**src/rtl/matmul_operand_feeder.sv**
```systemverilog
// -----------------------------------------------------------------------------
// matmul_operand_feeder
//
// Holds operand matrices A (N x K) and B (K x M) in local register banks and
// streams them, diagonally skewed, to the left and top edges of a systolic
// matmul array. Row i of A is delayed i steps and column j of B is delayed
// j steps. A feed lasts T = K + max(N,M) - 1 steps. It is followed by a
// single DONE cycle that pulses done_o.
//
// Ports:
//   clk           sole clock, rising edge
//   rst_ni        synchronous active-low reset
//   load_valid_i  element write request
//   load_ready_o  high only while idle; a write is taken on valid && ready
//   load_sel_i    0 = matrix A, 1 = matrix B
//   load_idx_i    row-major linear element index
//   load_data_i   element value
//   start_i       feed request, sampled only while idle
//   busy_o        high during the feed and the DONE cycle
//   feed_valid_o  high while a_row_o / b_col_o carry a skew word
//   a_row_o       N lanes of DATA_WIDTH, lane i = left input of array row i
//   b_col_o       M lanes of DATA_WIDTH, lane j = top input of array column j
//   done_o        one-cycle pulse after the last feed word
//   err_o         one-cycle pulse for a dropped write or a refused start
//
// Optional build macro: MATMUL_FEEDER_LOADCHK_EN
//   When defined, a per-element "written" bitmap is kept for A and B. A start
//   is refused, and err_o pulses, unless every element of both banks has
//   been written since the last reset or completed feed.
// -----------------------------------------------------------------------------
module matmul_operand_feeder #(
    parameter int N          = 4,
    parameter int K          = 4,
    parameter int M          = 4,
    parameter int DATA_WIDTH = 8,
    localparam int A_SZ      = N * K,
    localparam int B_SZ      = K * M,
    localparam int MAX_SZ    = (A_SZ > B_SZ) ? A_SZ : B_SZ,
    localparam int IDX_W     = (MAX_SZ > 1) ? $clog2(MAX_SZ) : 1
) (
    input  logic                    clk,
    input  logic                    rst_ni,
    input  logic                    load_valid_i,
    output logic                    load_ready_o,
    input  logic                    load_sel_i,
    input  logic [IDX_W-1:0]        load_idx_i,
    input  logic [DATA_WIDTH-1:0]   load_data_i,
    input  logic                    start_i,
    output logic                    busy_o,
    output logic                    feed_valid_o,
    output logic [N*DATA_WIDTH-1:0] a_row_o,
    output logic [M*DATA_WIDTH-1:0] b_col_o,
    output logic                    done_o,
    output logic                    err_o
);

    localparam int T  = K + ((N > M) ? N : M) - 1;
    localparam int TW = $clog2(T + 1);
    localparam logic [TW-1:0] T_LAST = TW'(T - 1);

    typedef enum logic [1:0] {
        ST_IDLE = 2'd0,
        ST_FEED = 2'd1,
        ST_DONE = 2'd2
    } state_t;

    state_t                  state_r;
    logic [TW-1:0]           t_r;
    logic                    load_ready_r;
    logic                    busy_r;
    logic                    feed_valid_r;
    logic                    done_r;
    logic                    err_r;
    logic [N*DATA_WIDTH-1:0] a_row_r;
    logic [M*DATA_WIDTH-1:0] b_col_r;

    logic [DATA_WIDTH-1:0]   bank_a_r     [A_SZ];
    logic [DATA_WIDTH-1:0]   bank_b_r     [B_SZ];
    logic [DATA_WIDTH-1:0]   bank_a_nxt_s [A_SZ];
    logic [DATA_WIDTH-1:0]   bank_b_nxt_s [B_SZ];

    logic [31:0]             idx_s;
    logic                    wr_fire_s;
    logic                    wr_a_s;
    logic                    wr_b_s;
    logic                    wr_bad_s;
    logic                    start_ok_s;
    int                      step_s;
    logic [N*DATA_WIDTH-1:0] a_word_s;
    logic [M*DATA_WIDTH-1:0] b_word_s;

    assign load_ready_o = load_ready_r;
    assign busy_o       = busy_r;
    assign feed_valid_o = feed_valid_r;
    assign a_row_o      = a_row_r;
    assign b_col_o      = b_col_r;
    assign done_o       = done_r;
    assign err_o        = err_r;

    assign idx_s = 32'(load_idx_i);

    // Write handshake decode and range check against the selected bank.
    always_comb begin
        wr_fire_s = load_valid_i & load_ready_r;
        wr_a_s    = wr_fire_s & ~load_sel_i & (idx_s < 32'(A_SZ));
        wr_b_s    = wr_fire_s &  load_sel_i & (idx_s < 32'(B_SZ));
        wr_bad_s  = wr_fire_s & ~wr_a_s & ~wr_b_s;
    end

    // Bank contents including a write landing this edge; the t=0 word is
    // built from these so a write taken together with start is fed.
    always_comb begin
        bank_a_nxt_s = bank_a_r;
        bank_b_nxt_s = bank_b_r;
        for (int e = 0; e < A_SZ; e++) begin
            if (wr_a_s && (idx_s == 32'(e))) begin
                bank_a_nxt_s[e] = load_data_i;
            end else begin
                bank_a_nxt_s[e] = bank_a_r[e];
            end
        end
        for (int e = 0; e < B_SZ; e++) begin
            if (wr_b_s && (idx_s == 32'(e))) begin
                bank_b_nxt_s[e] = load_data_i;
            end else begin
                bank_b_nxt_s[e] = bank_b_r[e];
            end
        end
    end

    // Step whose word is registered at the coming edge: 0 when launching
    // from idle, t+1 while feeding.
    always_comb begin
        if (state_r == ST_FEED) begin
            step_s = 32'(t_r) + 32'd1;
        end else begin
            step_s = 32'sd0;
        end
    end

    // Skewed edge words: lane i of A carries A[i][s-i], lane j of B carries
    // B[s-j][j]; at most one k matches per lane, others contribute zero.
    always_comb begin
        a_word_s = {(N*DATA_WIDTH){1'b0}};
        b_word_s = {(M*DATA_WIDTH){1'b0}};
        for (int i = 0; i < N; i++) begin
            for (int k = 0; k < K; k++) begin
                a_word_s[i*DATA_WIDTH +: DATA_WIDTH] = a_word_s[i*DATA_WIDTH +: DATA_WIDTH]
                    | ((step_s == i + k) ? bank_a_nxt_s[i*K + k] : {DATA_WIDTH{1'b0}});
            end
        end
        for (int j = 0; j < M; j++) begin
            for (int k = 0; k < K; k++) begin
                b_word_s[j*DATA_WIDTH +: DATA_WIDTH] = b_word_s[j*DATA_WIDTH +: DATA_WIDTH]
                    | ((step_s == k + j) ? bank_b_nxt_s[k*M + j] : {DATA_WIDTH{1'b0}});
            end
        end
    end

`ifdef MATMUL_FEEDER_LOADCHK_EN
    logic [A_SZ-1:0] seen_a_r;
    logic [B_SZ-1:0] seen_b_r;
    logic [A_SZ-1:0] seen_a_nxt_s;
    logic [B_SZ-1:0] seen_b_nxt_s;

    // Written-element bitmaps including this edge's write; start needs all set.
    always_comb begin
        seen_a_nxt_s = seen_a_r;
        seen_b_nxt_s = seen_b_r;
        for (int e = 0; e < A_SZ; e++) begin
            seen_a_nxt_s[e] = seen_a_r[e] | (wr_a_s & (idx_s == 32'(e)));
        end
        for (int e = 0; e < B_SZ; e++) begin
            seen_b_nxt_s[e] = seen_b_r[e] | (wr_b_s & (idx_s == 32'(e)));
        end
        start_ok_s = (&seen_a_nxt_s) & (&seen_b_nxt_s);
    end

    // Bitmap registers, cleared on reset and at the end of every feed.
    always_ff @(posedge clk) begin
        if (!rst_ni) begin
            seen_a_r <= {A_SZ{1'b0}};
            seen_b_r <= {B_SZ{1'b0}};
        end else if (state_r == ST_DONE) begin
            seen_a_r <= {A_SZ{1'b0}};
            seen_b_r <= {B_SZ{1'b0}};
        end else begin
            seen_a_r <= seen_a_nxt_s;
            seen_b_r <= seen_b_nxt_s;
        end
    end
`else
    assign start_ok_s = 1'b1;
`endif

    // Operand banks; only idle-state writes ever change them.
    always_ff @(posedge clk) begin
        if (!rst_ni) begin
            for (int e = 0; e < A_SZ; e++) begin
                bank_a_r[e] <= {DATA_WIDTH{1'b0}};
            end
            for (int e = 0; e < B_SZ; e++) begin
                bank_b_r[e] <= {DATA_WIDTH{1'b0}};
            end
        end else begin
            bank_a_r <= bank_a_nxt_s;
            bank_b_r <= bank_b_nxt_s;
        end
    end

    // Control FSM with all block outputs registered.
    always_ff @(posedge clk) begin
        if (!rst_ni) begin
            state_r      <= ST_IDLE;
            t_r          <= {TW{1'b0}};
            load_ready_r <= 1'b1;
            busy_r       <= 1'b0;
            feed_valid_r <= 1'b0;
            done_r       <= 1'b0;
            err_r        <= 1'b0;
            a_row_r      <= {(N*DATA_WIDTH){1'b0}};
            b_col_r      <= {(M*DATA_WIDTH){1'b0}};
        end else begin
            case (state_r)
                ST_IDLE: begin
                    done_r <= 1'b0;
                    err_r  <= wr_bad_s | (start_i & ~start_ok_s);
                    if (start_i && start_ok_s) begin
                        state_r      <= ST_FEED;
                        t_r          <= {TW{1'b0}};
                        load_ready_r <= 1'b0;
                        busy_r       <= 1'b1;
                        feed_valid_r <= 1'b1;
                        a_row_r      <= a_word_s;
                        b_col_r      <= b_word_s;
                    end else begin
                        state_r      <= ST_IDLE;
                        load_ready_r <= 1'b1;
                        busy_r       <= 1'b0;
                        feed_valid_r <= 1'b0;
                        a_row_r      <= {(N*DATA_WIDTH){1'b0}};
                        b_col_r      <= {(M*DATA_WIDTH){1'b0}};
                    end
                end
                ST_FEED: begin
                    err_r <= 1'b0;
                    if (t_r == T_LAST) begin
                        state_r      <= ST_DONE;
                        feed_valid_r <= 1'b0;
                        done_r       <= 1'b1;
                        a_row_r      <= {(N*DATA_WIDTH){1'b0}};
                        b_col_r      <= {(M*DATA_WIDTH){1'b0}};
                    end else begin
                        state_r      <= ST_FEED;
                        t_r          <= t_r + {{(TW-1){1'b0}}, 1'b1};
                        feed_valid_r <= 1'b1;
                        done_r       <= 1'b0;
                        a_row_r      <= a_word_s;
                        b_col_r      <= b_word_s;
                    end
                end
                ST_DONE: begin
                    state_r      <= ST_IDLE;
                    load_ready_r <= 1'b1;
                    busy_r       <= 1'b0;
                    feed_valid_r <= 1'b0;
                    done_r       <= 1'b0;
                    err_r        <= 1'b0;
                    a_row_r      <= {(N*DATA_WIDTH){1'b0}};
                    b_col_r      <= {(M*DATA_WIDTH){1'b0}};
                end
                default: begin
                    state_r      <= ST_IDLE;
                    t_r          <= {TW{1'b0}};
                    load_ready_r <= 1'b1;
                    busy_r       <= 1'b0;
                    feed_valid_r <= 1'b0;
                    done_r       <= 1'b0;
                    err_r        <= 1'b0;
                    a_row_r      <= {(N*DATA_WIDTH){1'b0}};
                    b_col_r      <= {(M*DATA_WIDTH){1'b0}};
                end
            endcase
        end
    end

endmodule

```
**config.mk**
```make
export PLATFORM = sky130hd
export DESIGN_NAME = matmul_operand_feeder
export DESIGN_NICKNAME = d
export VERILOG_FILES = /design/src/rtl/matmul_operand_feeder.sv
export SDC_FILE = /design/constraint.sdc
export NUM_CORES = 1
export LEC_CHECK = 0
export BUFFER_PORTS_ARGS = -buffer_cell sky130_fd_sc_hd__clkbuf_2
export CAP_MARGIN = 10
export CELL_PAD_IN_SITES_DETAIL_PLACEMENT = 0
export CELL_PAD_IN_SITES_GLOBAL_PLACEMENT = 1
export CORE_UTILIZATION = 48
export DETAILED_ROUTE_END_ITERATION = 10
export HOLD_SLACK_MARGIN = 0.03
export PLACE_DENSITY_LB_ADDON = 0.1
export SKIP_CTS_REPAIR_TIMING = 1
export SLEW_MARGIN = 20
export SYNTH_ARGS = -nofsm -noshare
export SYNTH_HDL_FRONTEND = slang
export SYNTH_SLANG_ARGS = --single-unit
```
**constraint.sdc**
```tcl
create_clock -name clk -period 2.2 [get_ports clk]
set_input_delay 0.11 -clock clk [delete_from_list [all_inputs] [get_ports clk]]
set_output_delay 0.11 -clock clk [all_outputs]
set_load 0.005 [all_outputs]
```
==> metrics <==
outcome=finished clean; die height=185.9 microns; Slew Viols, Final=0; Pre-Repair DR Iteration Count=4; crit path from=t_r[0]; first-pass GRT wire length=71.93 mm; Pleak=7.023 nW; crit-path max FO=33; DIE AREA=0.03455 sq mm; num rows=66; Unique masters post-synth=47; Area growth, synth to finish=12.16%; antenna violations before repair=0; largest net degree at the start of global routing=206; ys async rst share=0%; Seq cells post-synth=329; Register-to-Register Path Depth=7; CP Capture Type=register; xor/xnor share of the synthesized area=0%; pwr/cell area=719.4 mW/mm^2; gr ovfl total=0; post-synthesis compound-gate area fraction=40.16%; Final Cycle Share=94.34%; fin crit period=2.076 ns; adder-cell share of the synthesized area=0.1542%; unrepaired setup endpoints after global routing=false; leading area contributor after synthesis=dfxtp_1; Final setup viols=0; Pwr Total=0.01310 W; routed vias/inst=6.333; synth top area cells=dfxtp_1 (41%), o21a_1 (12%), a21boi_0 (12%); clock sinks=329; Max rail drop VDD=640.5 uV; most frequent cell after synthesis=dfxtp_1; initial core utilization=49.38%; H-tree depth=2; Simple-Gate Fraction of Synth Area=12.57%; post-synthesis cell area=0.01623 sq mm; reg-to-reg startpoint=t_r[0]; Main synth FF type=dfxtp_1; DRC=0; Clock Pin Slew Worst Setup and Hold Paths=0.05 ns; Post-DP Area=0.01698 sq mm; Slew @ Worst Pin=1.098 ns; CTS root buffer=clkbuf_16; finished layout cell area=0.01820 sq mm; Fillers=3012; f_max=481.8 MHz; Critical Path AT=2.49 ns; register area share after synthesis=40.58%; worst-skew pair later-pin latency=0.53 ns; Max-slew headroom=26.83%; Hold Violations, Final=0; detailed-route via count=13550; crit start category=register; gr usage total=26.17%; class of the worst hold path=in -> reg; num ports=86; Post-synth EDFFs=0; syn avg cell area=9.508 sq um; main combinational cell family by area after synthesis=compound AO/OA/AOI/OAI gates; Setup TNS=0 ns; Detail Route Antenna Nets=0; Synth warnings=0; Max-cap violations=0; post-synthesis mux area share=0%; skew final=0.01623 ns; Routed WL=45.42 mm; critical path class=reg -> reg; share of layout cells above drive strength 1=14.03%; vias in the first global route=12640; core area=0.03287 sq mm; Worst EP required=2.61 ns; die width=185.9 microns; Mapped Cells=1707; detailed-route wire length per cell=21.24 microns; synth cell count leaders=dfxtp_1 (329), and3_1 (258), o21a_1 (256); Starting DRT DRC Count=829; Post-Syn Nets=1726; Yosys top cell area share=40.58%; Detailed Place HPWL=24.69 mm; Final Net Count=1690; GP Congestion=0.7308; CTS Buf Count=39; Port Buffers=85; Hold Startpoint=start_i; worst hold stages=4; TritonCTS clock tree=done; Longest Clk Path Bufs=3
kinds of logic (layout without fill, tap and decap cells):
kind of cell	after synthesis	count (layout)
AOI/OAI and AO/OA	844	844
DFF	329	329
and+or+nand+nor	301	301
buffers and inverters	230	219
adders and majority gates	2	2
other	1	2
critical path, stage by stage, from the launching register on:
cell	delay, ns
dfxtp_1	0.37
inv_1	0.08
ha_1	0.42
nor3_4	0.23
buf_12	0.26
buf_12	0.20
o211ai_1	0.11
a41oi_1	0.27
report_power, final:
part / switching [W] / total, W / leakage (nW) / internal, W
Combinational: 0.000675 / 0.000917 / 3.78 / 0.000242
Clock: 0.00246 / 0.00617 / 0.592 / 0.00370
Sequential: 0.0000145 / 0.00601 / 2.65 / 0.00600
layout make-up:
cell class | count | area (sq um) | area share [%]
Timing Repair Buffer | 150 | 1212 | 6.660
Tap cell | 442 | 553.0 | 3.038
Multi-Input combinational cell | 1148 | 8627 | 47.39
Clock buffer | 65 | 1206 | 6.626
Clock inverter | 1 | 5.005 | 0.02749
Sequential cell | 329 | 6586 | 36.18
Antenna cell | 1 | 2.502 | 0.01375
Inverter | 3 | 11.26 | 0.06186
stage by stage:
stage,utilization [%],hold WS [ns],setup slack (ns),instances
CTS,55.35,-0.04348,0.1167,2137
global placement,51.66,0.4739,0.1419,2071
floorplan,-,0.3923,0.2097,1707
global route,55.38,0.1053,0.003773,2138
detailed placement,51.66,0.4808,0.1260,2071
finish,55.39,0.07752,0.1244,2139
worst paths after layout:
path	endpoint	slack, ns
max	a_row_o[22]	0.12
min	busy_o	0.08
min reg2reg	busy_o	0.53
max reg2reg	a_row_o[22]	0.12
cell usage in the layout, fill, tap and decap left out, types with 2 or more instances in the layout:
| cell type | instances |
|---|---|
| dfxtp_1 | 329 |
| and3_1 | 257 |
| o21a_1 | 256 |
| a21boi_0 | 254 |
| o211ai_1 | 158 |
| clkbuf_2 | 84 |
| o2111ai_1 | 64 |
| a41oi_1 | 50 |
| clkbuf_16 | 41 |
| buf_4 | 41 |
| o21ai_0 | 29 |
| buf_12 | 23 |
| clkbuf_1 | 15 |
| a41oi_2 | 14 |
| clkbuf_8 | 10 |
| nand2_1 | 5 |
| nor2b_1 | 5 |
| o21ai_1 | 5 |
| a21oi_1 | 4 |
| nor4b_4 | 4 |
| inv_1 | 3 |
| nor2_1 | 3 |
| and4bb_4 | 3 |
| nor3_1 | 3 |
| and4b_1 | 2 |
| a21boi_1 | 2 |
| nor3_4 | 2 |
| and4b_4 | 2 |
| o211ai_2 | 2 |
| and4bb_1 | 2 |
| ha_1 | 2 |
per-layer routing:
metal,track usage (%),up-vias,routed length [microns]
li1,-,6500,-
met1,35.48,6714,21460
met2,43.66,265,21430
met3,3.228,67,1655
met4,6.918,0,878
met5,0,-,0
sequential cells by signal (all words and copies together) (netlist names):
signal,cells
t_r,3
b_col_o,32
load_ready_o,1
err_o,1
bank_a_r,128
done_o,1
busy_o,1
a_row_o,32
bank_b_r,128
state_r,2
Note: power is estimated with default switching activity, not from simulation.
